## src/rtl/soc_memmap_pkg.sv

```systemverilog
// SoC memory-map constants and fetch FSM encoding.
// Shared by the fetch unit, the MPU and the IMEM decode.
package soc_memmap_pkg;

   localparam logic [31:0] IMEM_BASE  = 32'h0001_0000;
   localparam logic [31:0] IMEM_LIMIT = 32'h0001_FFFF;

   typedef enum logic {
      StFetch = 1'b0,
      StFault = 1'b1
   } fetch_state_e;

   // A fetchable address is word aligned and its whole word lies inside the IMEM window.
   function automatic logic imem_fetch_ok(input logic [31:0] pc);
      return (pc[1:0] == 2'b00) && (pc >= IMEM_BASE) && (pc <= (IMEM_LIMIT - 32'd3));
   endfunction

endpackage

```

## src/rtl/fetch_fifo.sv

```systemverilog
// Prefetch FIFO holding {pc, instr} pairs; flush overrides push and pop.
// The head entry is always driven, so the output holds stable while the FIFO is empty.
module fetch_fifo #(
   parameter int unsigned DEPTH = 4,
   parameter int unsigned WIDTH = 64
) (
   input  logic                       clk,
   input  logic                       resetn,
   input  logic                       flush,
   input  logic                       push,
   input  logic                       pop,
   input  logic [WIDTH-1:0]           wdata,
   output logic [WIDTH-1:0]           rdata,
   output logic [$clog2(DEPTH):0]     count
);

   localparam int unsigned PtrW = $clog2(DEPTH);
   localparam logic [PtrW-1:0] PtrOne = PtrW'(1);
   localparam logic [PtrW:0]   CntOne = (PtrW + 1)'(1);

   logic [WIDTH-1:0] mem_q [DEPTH];
   logic [PtrW-1:0]  wptr_q, rptr_q;
   logic [PtrW:0]    count_q;
   logic             pop_ok;

   assign pop_ok = pop && (count_q != '0);
   assign rdata  = mem_q[rptr_q];
   assign count  = count_q;

   always_ff @(posedge clk) begin
      if (!resetn) begin
         wptr_q  <= '0;
         rptr_q  <= '0;
         count_q <= '0;
         for (int i = 0; i < DEPTH; i++) begin
            mem_q[i] <= '0;
         end
      end else if (flush) begin
         wptr_q  <= '0;
         rptr_q  <= '0;
         count_q <= '0;
      end else begin
         // Caller reserves a slot per outstanding request, so push never sees a full FIFO.
         if (push) begin
            mem_q[wptr_q] <= wdata;
            wptr_q        <= wptr_q + PtrOne;
         end
         if (pop_ok) begin
            rptr_q <= rptr_q + PtrOne;
         end
         case ({push, pop_ok})
            2'b10:   count_q <= count_q + CntOne;
            2'b01:   count_q <= count_q - CntOne;
            default: ;
         endcase
      end
   end

endmodule

```

## src/rtl/imem_fetch_unit.sv

```systemverilog
// Instruction-fetch initiator for the 64KB IMEM: sequential word reads, one outstanding
// request, prefetch buffering, core redirects and out-of-window fault reporting.
module imem_fetch_unit
   import soc_memmap_pkg::*;
#(
   parameter logic [31:0] RESET_PC   = 32'h0001_0000,
   parameter int unsigned FIFO_DEPTH = 4,
   parameter int unsigned ADDR_W     = 14
) (
   input  logic              clk,
   input  logic              resetn,
   input  logic              redirect_valid,
   input  logic [31:0]       redirect_pc,
   output logic              mem_re,
   input  logic              mem_gnt,
   output logic [ADDR_W-1:0] mem_addr,
   input  logic [31:0]       mem_rdata,
   output logic              instr_valid,
   input  logic              instr_ready,
   output logic [31:0]       instr_data,
   output logic [31:0]       instr_pc,
   output logic              fault_valid,
   output logic [31:0]       fault_pc
);

   localparam int unsigned CntW = $clog2(FIFO_DEPTH) + 1;

   fetch_state_e    state_q, state_d;
   logic [31:0]     fetch_pc_q, fetch_pc_d;
   logic [31:0]     fault_pc_q, fault_pc_d;
   logic [31:0]     req_pc_q;
   logic            inflight_q, inflight_d;
   logic [CntW-1:0] fifo_count;
   logic [63:0]     fifo_rdata;
   logic            has_room, accept, push, pop;

   assign mem_addr    = fetch_pc_q[ADDR_W+1:2];
   assign instr_valid = (fifo_count != '0);
   assign instr_pc    = fifo_rdata[63:32];
   assign instr_data  = fifo_rdata[31:0];
   assign fault_valid = (state_q == StFault);
   assign fault_pc    = fault_pc_q;

   // The in-flight word already owns a slot even though it has not landed yet.
   assign has_room = (fifo_count + CntW'(inflight_q)) < CntW'(FIFO_DEPTH);

   always_comb begin
      mem_re     = 1'b0;
      state_d    = state_q;
      fetch_pc_d = fetch_pc_q;
      fault_pc_d = fault_pc_q;

      if (resetn && (state_q == StFetch) && !redirect_valid && has_room &&
          imem_fetch_ok(fetch_pc_q)) begin
         mem_re = 1'b1;
      end

      accept     = mem_re && mem_gnt;
      inflight_d = accept;
      // A redirect kills the response landing this cycle by flushing instead of pushing.
      push       = inflight_q && !redirect_valid;
      pop        = instr_valid && instr_ready && !redirect_valid;

      if (redirect_valid) begin
         fetch_pc_d = redirect_pc;
         state_d    = StFetch;
         fault_pc_d = '0;
      end else if (accept) begin
         fetch_pc_d = fetch_pc_q + 32'd4;
      end

      // Check the address before it is ever presented, so a bad pc never reaches IMEM.
      if ((state_d == StFetch) && !imem_fetch_ok(fetch_pc_d)) begin
         state_d    = StFault;
         fault_pc_d = fetch_pc_d;
      end
   end

   always_ff @(posedge clk) begin
      if (!resetn) begin
         state_q    <= StFetch;
         fetch_pc_q <= RESET_PC;
         fault_pc_q <= '0;
         req_pc_q   <= '0;
         inflight_q <= 1'b0;
      end else begin
         state_q    <= state_d;
         fetch_pc_q <= fetch_pc_d;
         fault_pc_q <= fault_pc_d;
         inflight_q <= inflight_d;
         if (accept) begin
            req_pc_q <= fetch_pc_q;
         end
      end
   end

   fetch_fifo #(
      .DEPTH (FIFO_DEPTH),
      .WIDTH (64)
   ) u_fifo (
      .clk    (clk),
      .resetn (resetn),
      .flush  (redirect_valid),
      .push   (push),
      .pop    (pop),
      .wdata  ({req_pc_q, mem_rdata}),
      .rdata  (fifo_rdata),
      .count  (fifo_count)
   );

endmodule

```

## config.mk

```make
export PLATFORM = sky130hd
export DESIGN_NAME = imem_fetch_unit
export DESIGN_NICKNAME = d
export VERILOG_FILES = /design/src/rtl/soc_memmap_pkg.sv /design/src/rtl/fetch_fifo.sv /design/src/rtl/imem_fetch_unit.sv
export SDC_FILE = /design/constraint.sdc
export NUM_CORES = 1
export LEC_CHECK = 0
export BUFFER_PORTS_ARGS = -buffer_cell sky130_fd_sc_hd__buf_4
export CAP_MARGIN = 25
export CORE_MARGIN = 3
export CORE_UTILIZATION = 50
export CTS_CLUSTER_DIAMETER = 60
export CTS_CLUSTER_SIZE = 28
export DETAILED_ROUTE_END_ITERATION = 8
export PLACE_DENSITY = 0.8
export SYNTH_ARGS = -nofsm -noshare
export SYNTH_HDL_FRONTEND = slang
export SYNTH_SLANG_ARGS = --single-unit
```

## constraint.sdc

```tcl
create_clock -name clk -period 5.4 [get_ports clk]
set_input_delay 0 -clock clk [delete_from_list [all_inputs] [get_ports clk]]
set_output_delay 0 -clock clk [all_outputs]
set_load 0.02 [all_outputs]
```

Word level (Yosys, flattened, before mapping)
Memory sizes are Yosys's and may differ from the RTL's. A register that Yosys moved wholly into a read port is not among the register bits.
Index checks and enable logic that the tools add are counted.

word-level totals
  flip-flop bits (word level) = 105
  output and inout port bits = 113
  memories = 1
  bits of input ports = 69
  memory bits (writable) = 256

operators by class
  bitwise gates (word level) = 3
  mux-type cells = 18
  eq/ne operators = 2
  magnitude comparators = 5
  reduce and logical (&&, ||, !) cells = 23
  $add $sub $neg = 6

memories
  name          depth  bits a word  rd ports  clocked after memory_dff  wr ports  line              text
  u_fifo.mem_q  4      64           1         1                         4         fetch_fifo.sv:21  logic [WIDTH-1:0] mem_q [DEPTH];

operator list
  operator               number
  $mux 32                4
  $ge 32x17->1 const B   2
  $le 32x17->1 const B   2
  $mux 64                1
  $reduce_or 64->1       1
  $add 32x3->32 const B  1
  $logic_and 1x1->1      14
  $mux 1                 9
  $mux 2                 3
  $pmux 3 s2             1
  $add 2x1->2 const B    2
  $logic_not 2->1        2
  $reduce_bool 2->1      2
  $add 3x1->3            1
  $add 3x1->3 const B    1
  $lt 3x3->1 const B     1
  $not 1->1              3
  $reduce_bool 3->1      1
  $sub 3x1->3 const B    1
  $eq 2x1->1 const B     1
  $eq 2x2->1 const B     1
  $logic_not 1->1        2
  $reduce_or 2->1        1

Logic depth before layout (Yosys ltp)
Gate-level depths: netlist (run 1).

  depth after elaboration = 15
  mapped depth = 10

Modules after synthesis
From an unflattened synthesis (run 1), not the netlist that was laid out.

unflattened totals
  cell total of the unflattened synthesis = 1094
  area total of the unflattened synthesis = 15476.1 um2

by module, submodules not included
  module           instances  sequential area each (um2)  cells an instance  area each (um2)
  fetch_fifo       1          7867.5                      665                11409.7
  imem_fetch_unit  1          1961.9                      429                4066.4

Worst setup path after synthesis (run 1)
Ideal clock, no wire load.

  path kind = reg2reg
  from = reg u_fifo.wptr_q[1]
  to = mem u_fifo.mem_q[0][0], enable pin
  required time = 4.826 ns
  arrival time = 5.339 ns
  clock period less this slack = 5.913 ns
  slack = -0.513 ns
  setup time = 0.574 ns
  stages on the path, launching flop included = 4
  cells stage by stage = dfxtp_1 > or2_2 > clkbuf_1 > o21ai_0

RTL lines
  item                    line              text
  from (decl)             fetch_fifo.sv:22  logic [PtrW-1:0] wptr_q, rptr_q;
  from (signal assigned)  fetch_fifo.sv:46  wptr_q <= wptr_q + PtrOne;
  to (decl)               fetch_fifo.sv:21

Worst setup path after layout (run 1)
  from = reg inflight_q
  to = reg fetch_pc_q[8]

between the ends
  word-level cells in the longest chain between the ends = 8

RTL lines
  item                            line                   text
  from (decl)                     imem_fetch_unit.sv:32  logic inflight_q, inflight_d;
  from (signal assigned)          imem_fetch_unit.sv:90  inflight_q <= inflight_d;
  $add 3x1->3                     imem_fetch_unit.sv:45  assign has_room = (fifo_count + CntW'(inflight_q)) < CntW'(FIFO_DEPTH);
  $lt 3x3->1                      imem_fetch_unit.sv:45
  $logic_and 1x1->1 (2 in a row)  imem_fetch_unit.sv:53  if (resetn && (state_q == StFetch) && !redirect_valid && has_room &&
  $mux 1                          imem_fetch_unit.sv:53
  $logic_and 1x1->1               imem_fetch_unit.sv:58  accept = mem_re && mem_gnt;
  $mux 32                         imem_fetch_unit.sv:68  end else if (accept) begin
  $mux 32                         imem_fetch_unit.sv:64  if (redirect_valid) begin
  to (signal assigned)            imem_fetch_unit.sv:88  fetch_pc_q <= fetch_pc_d;
  to (decl)                       imem_fetch_unit.sv:29  logic [31:0] fetch_pc_q, fetch_pc_d;

No other way between the ends.
A chain may end at the register's enable or synchronous reset.

==> run metrics, run 1 <==
largest net degree at the start of global routing 66; Reg2Reg Capture Point fetch_pc_q[8]; # Post-CTS Setup Buffers 0; WP data arrival ~3.5 ns; Antenna Violating Nets Remaining 0; hold_sp redirect_valid; Site Rows 62; Synth Area in Compound Gates 5.04%; RSZ-0062 raised after global routing no; Req. time, crit path around 5.8 ns; final WL roughly 35 mm; CP Capture Type flop; final hold vios 0; synthesized net count 1257; GR Overflow Total 0; crit-path cells nand3_1 > xnor2_1 > or4_4 > or4b_1 > o2111a_1 > dlygate4sd3_1; mux share of post-synthesis cell area 10.8%; First-pass DRT Iterations 5; FMAX ~330 MHz; initial DRC count between 900 and 1000; slowest cell on the critical path or4_4; Hold Path End fetch_pc_q[11]; Pwr Density 295 nW/um^2; DRC Markers 0; Initial Util between 50% and 60%; Worst path max stage delay 0.81 ns; share of cells above drive strength 1 about 22%; core area 29200 um^2; Setup Skew 0.0156 ns; post-synthesis instance area approximately 15000 um^2; Worst Hold Class in -> reg; Post-Place Cells 1674; Vias roughly 10000; post-DR vias/cell 5.57; PortBufs 181; clk slew on worst S/H paths 0.09 ns; Leakage 7.16 nW; Max Fanout on Critical Path 39; result of the run finished, final reports clean; initial antenna violation count 0; critical path class reg -> reg; CTS tree yes; CTS root buf clkbuf_16; Reg2Reg Depth 6; syn_area_per_cell 12.7 um^2; vias in the first global route approximately 10000; Clock H-tree levels 1; Clock Latency Late Sink 0.54 ns; ys async rst share 0%; DR WL/cell 19.4 um; min cycle time layout 3.06 ns; Reg2Reg Setup Slack 2.34 ns; GPL Wtd Cong between 0.8 and 0.9; Final setup viols 0; register area share after synthesis 65.3%; GRT Overall Usage approximately a fifth; synthesized instance count 1184; Layout area overhead 20.7%; Synth Warn # 0; Final Non-Filler Cells approximately 1800; simple-gate portion of the synthesized area 13.0%; number of cells on the worst hold path 3; clk buf depth 3; measured slew at the worst slew-check pin 0.983 ns; max_slew headroom 34.5%; area share of xor/xnor cells in the synthesized design 0.524%; Setup crit start kind flop; fin crit share 56.6%; Cell variety after synth 62; Die ar. between 30000 and 40000 um^2; first-pass GRT wire length 55.3 mm; Final HPWL DP just over 20 mm; DIE HEIGHT ~180 um; Critical R2R Launch inflight_q; CTS Buf Count 22; clk sink count roughly 360; Final nets 1465; combinational family with the most area after synthesis simple AND/OR/NAND/NOR gates; worst vdd ir ~0.20 mV; post-route setup TNS 0 ns; Chip Width 180 um; I/O pin total 182; Max Cap Viol 0; EDFF count, synth approximately 260; number of antenna diodes 0; Synth Flop Type edfxtp_1; Slew Viols, Final 0; FF+latch count, synth 363; Synth Area in Adders 0.382%
routing by layer:
metal  part of all wire, %  GRT usage [%]
met3                   7.0           4.04
met5                     0              0
met4                   2.3           4.98
met2                    49           35.2
met1                    42           28.6
area by class of cell:
cell class	count	area, um^2
fillers	2180	11000
flip-flops and latches	363	9840
multi-input cells	645	4540
repair buffers	271	2230
clock buffers	26	587
well taps	384	480
inverters	89	334
clock inverters	14	165
synth_stat cells (all sizes together) (8+ instances only):
master	n	area share, %
or3	8	0.33
a211oi	9	0.45
nor4	11	0.78
mux4	64	9.6
dfxtp	107	14
o32ai	14	0.81
and3	22	0.91
inv	88	2.2
buf	41	1.6
clkbuf	46	1.1
nor2	233	5.8
nand2	112	2.8
nand3	13	0.43
a22o	17	0.99
nor3	10	0.37
edfxtp	256	51
o21ai	15	0.50
a21oi	28	0.93
mux2i	16	1.1
state kept, by name (all words and copies together) (netlist names), named ones only:
register,count
fault_pc,32
fault_valid,1
fetch_pc_q,32
inflight_q,1
req_pc_q,32
u_fifo.count,3
u_fifo.mem_q,256
u_fifo.rptr_q,2
u_fifo.wptr_q,2
worst max-delay path by stage:
stage,from,to,depth (start not counted)
after floorplan,redirect_valid,u_fifo.mem_q[1][0],5
after global placement,redirect_valid,u_fifo.count[2],9
after detailed placement,redirect_valid,u_fifo.count[2],9
after CTS,inflight_q,fetch_pc_q[8],6
after global routing,inflight_q,fetch_pc_q[8],6
final,inflight_q,fetch_pc_q[8],6
repair_timing:
| action | in CTS | in global routing |
|---|---|---|
| hold endpoints to repair | 213 | 0 |
| resized for setup | 0 | 0 |
| hold buffers | 78 | 0 |
where the power goes:
group | switching [mW] | internal [mW] | total [mW]
registers | 0.0489 | 3.07 | 3.12
logic | 0.214 | 0.183 | 0.397
clock network | 1.00 | 0.848 | 1.85
total | 1.26 | 4.10 | 5.36
cell usage in the layout (no fill, tap or decap), types with 4 or more instances in the layout:
cell             n
a211oi_1         9
a21oi_1         28
a22o_1          17
and3_1          22
and4_1           5
buf_4          193
clkbuf_16       23
dfxtp_1        105
dlygate4sd3_1   78
edfxtp_1       256
inv_1           88
inv_6            5
inv_8            5
mux2i_1         16
mux4_2          64
nand2_1        112
nand3_1         13
nand4_1          5
nor2_1         233
nor3_1           9
nor4_1           6
o21ai_0         11
o21ai_4          4
o32ai_1         14
or3_1            8
xnor2_1          4
xor2_1           5
cells by family after synthesis:
| group | count (synthesis) |
|---|---|
| AOI/OAI and AO/OA | 108 |
| xor gates and xnor gates | 9 |
| adders and majority gates | 4 |
| buffers and inverters | 176 |
| DFF | 363 |
| muxes | 82 |
| and+or+nand+nor | 442 |
critical path, delay by kind of cell (launching register included):
kind | cells | cell delay (ns)
AO/OA/AOI/OAI | 1 | 0.15
XOR/XNOR | 1 | 0.27
buffers and inverters | 1 | 0.56
flip-flops | 1 | 0.43
AND/OR/NAND/NOR | 3 | 1.54
metrics by stage:
stage               utilization, %  setup slack, ns  total power [mW]  instance area [um^2]  hold slack, ns
floorplan                        -           -0.386              3.38                 15100           0.145
global placement              57.0             2.17              3.52                 16600           0.281
detailed placement            57.1             2.10              3.53                 16600           0.277
CTS                           62.3             2.37              5.39                 18200         0.00290
global route                  62.3             2.20              5.53                 18200          0.0395
finish                        62.3             2.34              5.36                 18200          0.0365
No activity file was read; power rests on OpenSTA's default activity.
==> run 2: changes to the inputs <==
--- a/config.mk
+++ b/config.mk
@@ -12,7 +12,7 @@
 export CTS_CLUSTER_DIAMETER = 60
 export CTS_CLUSTER_SIZE = 28
 export DETAILED_ROUTE_END_ITERATION = 8
-export PLACE_DENSITY = 0.8
+export PLACE_DENSITY = 0.77
 export SYNTH_ARGS = -nofsm -noshare
 export SYNTH_HDL_FRONTEND = slang
 export SYNTH_SLANG_ARGS = --single-unit
==> constraint.sdc (replaced) <==
create_clock -name clk -period 3.15 [get_ports clk]
set_input_delay 0 -clock clk [delete_from_list [all_inputs] [get_ports clk]]
set_output_delay 0 -clock clk [all_outputs]
set_load 0.02 [all_outputs]
==> run 2 against run 1 <==
  * Die area is the same
  * Utilization rose by 1.7 points
  * Critical path depth increased by 1
  * Sequential share of layout area shrank 1.4 points
  * Global-route usage increased by 0.46 points
  * Non-clock buffer count is 24 higher
  * Clock skew up 0.011 ns
  * First-iteration DRC count down 21%
  * Wire length increased by 1.5%
  * Register-to-register slack worse by 2.2 ns
  * Largest power group unchanged
==> run metrics, run 2 (same netlist as run 1, synthesis figures left out) <==
share of cells above drive strength 1 23.2%; vias in the first global route 10500; Vias 10100; CTS root buf clkbuf_16; WP data arrival ~3.5 ns; Antenna Violating Nets Remaining 0; measured slew at the worst slew-check pin 1.00 ns; CP Capture Type flop; clk slew on worst S/H paths around 0.090 ns; Final setup viols 0; Final nets between 1000 and 1500; clk sink count between 300 and 400; Clock Latency Late Sink 0.56 ns; most common cell after layout, fill and taps aside edfxtp_1; min cycle time layout 3.02 ns; Setup Skew 0.0269 ns; Die ar. 32200 um^2; First-pass DRT Iterations 5; Initial Util 51.6%; I/O pin total 182; initial DRC count 746; Pwr Density 518 nW/um^2; largest net degree at the start of global routing 65; first-pass GRT wire length 56.2 mm; Leakage 7.37 nW; DR WL/cell 19.3 um; clk buf depth 3; max FFs per register 256; post-route setup TNS 0 ns; Chip Width 180 um; final WL between 30 and 40 mm; CTS tree yes; dpl ws between 0.5 and 0.6 ns; Reg with most FFs u_fifo.mem_q; Slew Viols, Final 0; Worst Hold Class in -> reg; initial antenna violation count 0; FMAX approximately 330 MHz; Reg2Reg Capture Point fetch_pc_q[8]; CTS Buf Count 27; RSZ-0062 raised after global routing no; worst vdd ir around 0.4 mV; result of the run finished, final reports clean; Max Fanout on Critical Path 38; GR Overflow Total 0; Clock H-tree levels 1; critical path endpoint fetch_pc_q[8]; core area 29200 um^2; DIE HEIGHT 180 um; Setup crit start fetch_pc_q[26]; final hold vios 0; GRT Overall Usage 21.4%; Final HPWL DP between 20 and 25 mm; Req. time, crit path 3.60 ns; Final Worst Setup Slack 0.133 ns; max_slew headroom approximately a third; Site Rows 62; Reg2Reg Setup Slack 0.13 ns; Setup crit start kind flop; post-DR vias/cell 5.52; Critical R2R Launch fetch_pc_q[26]; DRC Markers 0; Max Cap Viol 0; number of antenna diodes 0; GPL Wtd Cong 0.853; PortBufs 181; fin crit share 95.8%; most frequent cells in the layout edfxtp_1, nor2_1, buf_4; critical path class reg -> reg; Reg2Reg Depth 7; Layout area overhead 24.0%; # Post-CTS Setup Buffers 0
==> run 2: cell type report <==
cell class	instances	area (um^2)
Clock inverter	22	273
Fill cell	2159	10500
Sequential cell	363	9840
Multi-Input combinational cell	645	4560
Clock buffer	28	679
Timing Repair Buffer	295	2500
Inverter	89	334
Tap cell	384	480
==> run 2: power by group <==
part	total, mW	switching (mW)	internal (mW)	leakage [nW]
sequential	5.35	0.0878	5.26	3.49
clock	3.61	1.89	1.73	0.458
combinational	0.714	0.372	0.342	3.42
total	9.67	2.35	7.33	7.37
==> run 2: routing by layer <==
metal  routed length (um)  vias to the layer above  track usage (%)  share of wire, %
met5                    0                        -                0                 0
met4                  622                        0             4.27               1.8
met3                 2860                       48             4.59               8.1
met2                17600                      404             37.3                50
met1                14200                     4935             28.1                40
li1                     -                     4692                -                 -
==> run 2: worst min-delay path by stage <==
| stage | depth (start not counted) | start | endpoint |
|---|---|---|---|
| floorplan | 2 | redirect_pc[11] | fetch_pc_q[11] |
| global placement | 3 | redirect_pc[3] | fetch_pc_q[3] |
| detailed placement | 3 | redirect_pc[16] | fetch_pc_q[16] |
| CTS | 4 | redirect_valid | fetch_pc_q[11] |
| global route | 4 | redirect_valid | fetch_pc_q[11] |
| finish | 4 | redirect_valid | fetch_pc_q[11] |
==> run 2: per-stage QoR <==
step | instance area [um^2] | power (mW) | hold slack (ns) | util, % | instances
final | 18700 | 9.67 | 0.162 | 64.0 | 1826
after global routing | 18700 | 10.0 | 0.198 | 64.0 | 1826
after CTS | 18700 | 9.73 | 0.135 | 64.0 | 1826
after detailed placement | 16800 | 6.05 | 0.271 | 57.5 | 1683
after global placement | 16700 | 6.03 | 0.279 | 57.4 | 1682
after floorplan | 15100 | 5.78 | 0.145 | - | 1184
==> run 2: critical path, cell delays in order (launching register included) <==
cell,delay [ns]
dfxtp_1,0.34
nor4_4,0.31
nand3_1,0.20
or4_4,0.53
buf_4,0.26
or4b_1,0.57
o2111a_1,0.15
dlygate4sd3_1,0.55
==> run 2: timing repair <==
item | 4_1_cts | 5_1_grt
gates resized for setup | 0 | 2
setup endpoints to repair | 0 | 1
hold buffers | 93 | 0
endpoints found under the hold margin | 213 | 0
